<file path="src/rtl/alu_serial.sv">
// alu_serial: multi-cycle, bit-sliced ALU behind a start/busy/done handshake.
// Processes SLICE bits per clock, LSB first, with the carry held in a
// register between slices. Commands: 000 ADD, 001 SUB, 010 XOR, 011 SLT,
// 100 AND, 101 NAND, 110 NOR, 111 OR.
//
// Optional feature: define ALU_SERIAL_ABORT_EN to add an 'abort' input that
// cancels a running operation without a done pulse and without touching
// result/flags.
//
// Handshake: a rising edge with start=1 while not busy (IDLE or DONE)
// accepts the operation and latches operands/command. busy is high for
// exactly WIDTH/SLICE cycles after the accepting edge; then done pulses for
// one cycle and result/flags update on that same edge and hold until the
// next done or reset. start seen while busy is ignored, and busy and done
// are never high together.
module alu_serial #(
  parameter int WIDTH = 32,
  parameter int SLICE = 1
) (
  input  logic             clk,
  input  logic             reset,
  input  logic             start,
  input  logic [WIDTH-1:0] operandA,
  input  logic [WIDTH-1:0] operandB,
  input  logic [2:0]       command,
`ifdef ALU_SERIAL_ABORT_EN
  input  logic             abort,
`endif
  output logic             busy,
  output logic             done,
  output logic [WIDTH-1:0] result,
  output logic             carryout,
  output logic             zero,
  output logic             overflow
);

  localparam int NSLICE = WIDTH / SLICE;
  localparam int CW     = (NSLICE > 1) ? $clog2(NSLICE) : 1;

  localparam logic [2:0] CMD_ADD  = 3'b000;
  localparam logic [2:0] CMD_SUB  = 3'b001;
  localparam logic [2:0] CMD_XOR  = 3'b010;
  localparam logic [2:0] CMD_SLT  = 3'b011;
  localparam logic [2:0] CMD_AND  = 3'b100;
  localparam logic [2:0] CMD_NAND = 3'b101;
  localparam logic [2:0] CMD_NOR  = 3'b110;
  localparam logic [2:0] CMD_OR   = 3'b111;

  // Reject slice widths that do not tile the operand.
  if (SLICE < 1 || (WIDTH % SLICE) != 0) begin : g_bad_slice
    $error("alu_serial: WIDTH must be a multiple of SLICE");
  end

  typedef enum logic [1:0] {
    S_IDLE = 2'd0,
    S_RUN  = 2'd1,
    S_DONE = 2'd2
  } state_t;

  state_t state_q, state_d;

  // Operand shift registers, command, inter-slice carry, slice counter and
  // the partial result that is assembled from the top down.
  logic [WIDTH-1:0] a_q, a_d;
  logic [WIDTH-1:0] b_q, b_d;
  logic [2:0]       cmd_q, cmd_d;
  logic             carry_q, carry_d;
  logic [CW-1:0]    cnt_q, cnt_d;
  logic [WIDTH-1:0] acc_q, acc_d;

  // Architectural outputs, written only on the done edge.
  logic [WIDTH-1:0] result_q, result_d;
  logic             carryout_q, carryout_d;
  logic             zero_q, zero_d;
  logic             overflow_q, overflow_d;

  logic accept;
  logic last_slice;
  logic abort_run;

  assign accept     = start && (state_q != S_RUN);
  assign last_slice = (cnt_q == CW'(NSLICE - 1));

`ifdef ALU_SERIAL_ABORT_EN
  assign abort_run = abort && (state_q == S_RUN);
`else
  assign abort_run = 1'b0;
`endif

  // State register.
  always_ff @(posedge clk or posedge reset) begin
    if (reset) begin
      state_q <= S_IDLE;
    end else begin
      state_q <= state_d;
    end
  end

  // Next-state logic; abort takes priority over finishing the last slice.
  always_comb begin
    state_d = state_q;
    case (state_q)
      S_IDLE: if (start) state_d = S_RUN;
      S_RUN: begin
        if (abort_run)       state_d = S_IDLE;
        else if (last_slice) state_d = S_DONE;
      end
      S_DONE: state_d = start ? S_RUN : S_IDLE;
      default: state_d = S_IDLE;
    endcase
  end

  assign busy = (state_q == S_RUN);
  assign done = (state_q == S_DONE);

  // Slice arithmetic: ripple through SLICE bits of the current slice.
  logic             is_sub;
  logic             is_arith;
  logic [SLICE-1:0] a_s, b_s, b_eff, sum_s, slice_res;
  logic             c_run, c_msb_in, c_out;

  always_comb begin
    is_sub    = (cmd_q == CMD_SUB) || (cmd_q == CMD_SLT);
    is_arith  = (cmd_q == CMD_ADD) || (cmd_q == CMD_SUB);
    a_s       = a_q[SLICE-1:0];
    b_s       = b_q[SLICE-1:0];
    b_eff     = is_sub ? ~b_s : b_s;
    sum_s     = '0;
    c_run     = carry_q;
    c_msb_in  = carry_q;
    for (int i = 0; i < SLICE; i++) begin
      sum_s[i] = a_s[i] ^ b_eff[i] ^ c_run;
      if (i == SLICE - 1) c_msb_in = c_run;
      c_run = (a_s[i] & b_eff[i]) | (a_s[i] & c_run) | (b_eff[i] & c_run);
    end
    c_out = c_run;

    slice_res = '0;
    case (cmd_q)
      CMD_ADD, CMD_SUB: slice_res = sum_s;
      CMD_XOR:          slice_res = a_s ^ b_s;
      CMD_SLT:          slice_res = '0;
      CMD_AND:          slice_res = a_s & b_s;
      CMD_NAND:         slice_res = ~(a_s & b_s);
      CMD_NOR:          slice_res = ~(a_s | b_s);
      CMD_OR:           slice_res = a_s | b_s;
      default:          slice_res = '0;
    endcase
  end

  // Datapath next-state: latch on accept, shift one slice per RUN cycle,
  // and publish result/flags when the last slice completes.
  logic             ovf_fin;
  logic             less;
  logic [WIDTH-1:0] final_res;

  always_comb begin
    a_d        = a_q;
    b_d        = b_q;
    cmd_d      = cmd_q;
    carry_d    = carry_q;
    cnt_d      = cnt_q;
    acc_d      = acc_q;
    result_d   = result_q;
    carryout_d = carryout_q;
    zero_d     = zero_q;
    overflow_d = overflow_q;

    // Overflow/sign decode is only meaningful on the last (MSB) slice.
    ovf_fin   = c_msb_in ^ c_out;
    less      = sum_s[SLICE-1] ^ ovf_fin;
    final_res = (acc_q >> SLICE) | (WIDTH'(slice_res) << (WIDTH - SLICE));
    if (cmd_q == CMD_SLT) final_res = WIDTH'(less);

    if (accept) begin
      a_d     = operandA;
      b_d     = operandB;
      cmd_d   = command;
      carry_d = (command == CMD_SUB) || (command == CMD_SLT);
      cnt_d   = '0;
      acc_d   = '0;
    end else if ((state_q == S_RUN) && !abort_run) begin
      a_d     = a_q >> SLICE;
      b_d     = b_q >> SLICE;
      carry_d = c_out;
      cnt_d   = cnt_q + CW'(1);
      acc_d   = (acc_q >> SLICE) | (WIDTH'(slice_res) << (WIDTH - SLICE));
      if (last_slice) begin
        cnt_d      = '0;
        result_d   = final_res;
        carryout_d = is_arith ? c_out : 1'b0;
        overflow_d = is_arith ? ovf_fin : 1'b0;
        zero_d     = (final_res == '0);
      end
    end
  end

  // Datapath registers; reset clears everything including the outputs.
  always_ff @(posedge clk or posedge reset) begin
    if (reset) begin
      a_q        <= '0;
      b_q        <= '0;
      cmd_q      <= '0;
      carry_q    <= 1'b0;
      cnt_q      <= '0;
      acc_q      <= '0;
      result_q   <= '0;
      carryout_q <= 1'b0;
      zero_q     <= 1'b0;
      overflow_q <= 1'b0;
    end else begin
      a_q        <= a_d;
      b_q        <= b_d;
      cmd_q      <= cmd_d;
      carry_q    <= carry_d;
      cnt_q      <= cnt_d;
      acc_q      <= acc_d;
      result_q   <= result_d;
      carryout_q <= carryout_d;
      zero_q     <= zero_d;
      overflow_q <= overflow_d;
    end
  end

  assign result   = result_q;
  assign carryout = carryout_q;
  assign zero     = zero_q;
  assign overflow = overflow_q;

endmodule

</file>
<file path="config.mk">
export PLATFORM = sky130hd
export DESIGN_NAME = alu_serial
export DESIGN_NICKNAME = d
export VERILOG_FILES = /design/src/rtl/alu_serial.sv
export SDC_FILE = /design/constraint.sdc
export NUM_CORES = 1
export LEC_CHECK = 0
export CORE_ASPECT_RATIO = 0.9
export CORE_MARGIN = 1.5
export CORE_UTILIZATION = 56
export DETAILED_ROUTE_END_ITERATION = 10
export PLACE_DENSITY_LB_ADDON = 0.08
export SLEW_MARGIN = 30
export SYNTH_ARGS = -nofsm -noshare
export SYNTH_HDL_FRONTEND = slang
export SYNTH_SLANG_ARGS = --single-unit
export TNS_END_PERCENT = 50
</file>
<file path="constraint.sdc">
create_clock -name clk -period 12.7 [get_ports clk]
set_input_delay 1.905 -clock clk [delete_from_list [all_inputs] [get_ports clk]]
set_output_delay 1.905 -clock clk [all_outputs]
set_load 0.02 [all_outputs]
</file>
==> qor.log <==
qor: sta.slew-limit-headroom 44.4%
qor: sta.worst_hold_margin 0.475 ns
qor: critical_path.regToRegSetupSlack 9.89 ns
qor: clocking.cts.repair.resized 0
qor: critical_path.crit_end busy
qor: power_and_ir_drop.power_density 217 nW/um2
qor: cells_and_area.finalInstanceArea 7790 um2
qor: sta.setup_viol 0
qor: clocking.cts_root_buffer clkbuf_16
qor: critical_path.setup.worst_path.start_class flip-flop
qor: detailed_routing.wl_per_cell 15.7 um
qor: logic_synthesis.synthesis.instances 573
qor: critical_path.critical_path_class flip-flop to output port
qor: power_and_ir_drop.power.leakage 3.48 nW
qor: cells_and_area.most_common_library_cell_in_the_layout_ignoring_fill_and_taps dfrtp_1
qor: logic_synthesis.synth_warnings 0
qor: logic_synthesis.avgSynthCellArea 10.7 um2
qor: logic_synthesis.synth.cell_area 6100 um2
qor: floorplan.die_area 11500 um2
qor: detailed_routing.route.detailed.drc 0
qor: power_and_ir_drop.vdd_ir_drop_max 130 uV
qor: floorplan.die_h 102 um
qor: critical_path.crit_path_max_fanout 70
qor: logic_synthesis.sequential_to_total_area_share_from_yosys_stat 57.8%
qor: detailed_routing.route.antenna.remaining_nets 0
qor: critical_path.reg2reg_depth 5
qor: clocking.clkTransAtPathRegs 0.06 ns
qor: sta.timing_hold_violations_final 0
qor: sta.timing.setup.tns 0 ns
qor: critical_path.setup.worst_path.end_class output port
qor: cells_and_area.mostFrequentLayoutCells dfrtp_1, nand2_1, clkdlybuf4s50_1
qor: place.numPortBuffers 106
qor: sta.finalCritPeriodShare 32.7%
qor: critical_path.required 10.80 ns
qor: critical_path.regToRegStartpoint state_q[1]$_DFFE_PP0P_
qor: cells_and_area.antennaDiodeCount 0
qor: sta.fmax 0.241 GHz
qor: min_path.hold_path_class flip-flop to flip-flop
qor: place.placed_cell_area 7160 um2
qor: detailed_routing.drt_first_pass_iters 5
qor: run.max_cap_violations 0
qor: global_route.grt_usage 23.7%
qor: clocking.clock_insertion_delay_worst_skew 0.42 ns
qor: logic_synthesis.synth.net_count 649
qor: critical_path.worst_ep_arrival_time 2.24 ns
qor: detailed_routing.total_wirelength 12600 um
qor: detailed_routing.first_iter_violations 312
qor: power_and_ir_drop.finalPower 1.69 mW
qor: floorplan.initial_utilization 58.6%
qor: critical_path.crit_start state_q[1]$_DFFE_PP0P_
qor: floorplan.core_area 10400 um2
qor: logic_synthesis.synth-async-reset-ratio 100%
qor: clocking.clock_tree.buffer_depth 2
qor: cells_and_area.area_growth 27.6%
qor: sta.largest_clock_skew_in_the_final_design 0.0145 ns
qor: clocking.cts.hold.buffers_added 0
qor: clocking.clock_tree.htree_level_count 4
qor: place.post-place-cells 770
qor: cells_and_area.final_layout_size_suffix_gt1_share 7.14%
qor: critical_path.crit-reg2reg-capture result[13]$_DFFE_PP0P_
qor: cells_and_area.final_nets 736
qor: global_route.largest_net_degree_at_the_start_of_global_routing 125
qor: sta.final_period_minus_worst_setup_slack 4.15 ns
qor: sta.setup_repair_after_global_routing_missed_its_margin no
qor: clocking.cts.sink_count 141
qor: place.gpl.final_weighted_congestion 0.775
qor: floorplan.die_width 113 um
qor: global_route.antenna_found_initial 0
qor: global_route.total_gr_overflow 0
qor: sta.slew_violations 0
qor: floorplan.std_cell_rows 35
qor: global_route.global_route_wire_length_before_repair 21300 um
qor: clocking.number_of_buffers_inserted_during_clock_tree_synthesis 17
qor: floorplan.top_level_ports 107
qor: logic_synthesis.flip_flop_and_latch_count_after_synthesis 141
qor: clocking.cts_setup_buffers 0
qor: logic_synthesis.synth_edf_count 0
qor: outcome.status finished clean
qor: detailed_routing.num_vias 4431
qor: detailed_routing.drt-vias-per-instance 5.53
qor: cells_and_area.layoutNonFillerInstCount 801
qor: global_route.number_of_global_route_vias_before_repair 4426
qor: logic_synthesis.yosys_most_used_dff dfrtp_1
qor: place.place_hpwl 7920 um
qor: clocking.cts_tree done
qor: logic_synthesis.synth_cell_types 40
qor: sta.worst-slew-pin-transition 0.831 ns
[routing by layer]
| metal | global-route usage (%) | share of wire [%] | routed length [um] | vias up |
|---|---|---|---|---|
| met5 | 0 | 0 | 0 | - |
| met4 | 10.0 | 2.1 | 264 | 0 |
| met3 | 5.52 | 3.7 | 460 | 23 |
| met2 | 39.3 | 49 | 6170 | 99 |
| met1 | 30.5 | 45 | 5710 | 2146 |
| li1 | - | - | - | 2163 |
[worst max-delay path, stage by stage, from the launching register on]
cell and delay, ns:
dfrtp_1 0.39, nand2b_1 0.24, inv_4 0.46, clkdlybuf4s50_1 0.71
[kinds of logic after synthesis]
| family | share of synthesized area, % |
|---|---|
| simple gates | 11.1 |
| mux | 11.4 |
| flops | 57.8 |
| buf+inv | 3.75 |
| compound gates | 14.2 |
| xor+xnor | 0.287 |
| fa+ha+maj | 1.48 |
[final cells by class]
class	count	area [um2]
inverters	8	37.5
repair buffers	109	1090
fillers	748	2630
clock inverters	14	194
multi-input cells	383	2350
well taps	129	161
flip-flops and latches	141	3530
clock buffers	17	425
[state kept, by name, summed over array words and instances (netlist names)]
signal    cells
cmd_q         3
zero          1
c_msb_in      1
carryout      1
a_q          32
acc_q        31
b_q          32
result       32
overflow      1
cnt_q         5
state_q       2
[worst min path at each step]
stage	cells past startpoint	start	slack, ns	endpoint
after floorplan	1	cnt_q[3]$_DFFE_PP0P_	0.44	cnt_q[3]$_DFFE_PP0P_
after global placement	2	b_q[11]$_DFFE_PP0P_	0.46	b_q[10]$_DFFE_PP0P_
after detailed placement	2	b_q[2]$_DFFE_PP0P_	0.47	b_q[1]$_DFFE_PP0P_
after CTS	2	b_q[2]$_DFFE_PP0P_	0.48	b_q[1]$_DFFE_PP0P_
after global routing	2	b_q[2]$_DFFE_PP0P_	0.50	b_q[1]$_DFFE_PP0P_
final	2	b_q[2]$_DFFE_PP0P_	0.47	b_q[1]$_DFFE_PP0P_
[synthesized netlist by cell type, drive strengths merged (4+ instances only)]
cell type  count  share of area [%]
dfrtp        141                 58
nand2        137                8.5
inv            7               0.43
clkbuf        15               0.92
mux2i         66                 11
o21ai        104                8.5
buf           26                2.3
ha             4               0.82
a22o          30                4.3
nor2           6               0.41
nor4           6               0.61
[report_power, final]
part | internal, mW | switching [mW]
clock network | 0.328 | 0.194
registers | 0.600 | 0.118
logic | 0.193 | 0.260
[stage by stage]
stage,util [%],setup slack [ns]
3_5_place_dp,68.7,8.87
3_3_place_gp,68.7,8.89
2_1_floorplan,-,7.01
4_1_cts,74.7,8.55
5_1_grt,74.8,8.42
6_report,74.8,8.55
Power figures use the tool's default switching activity.
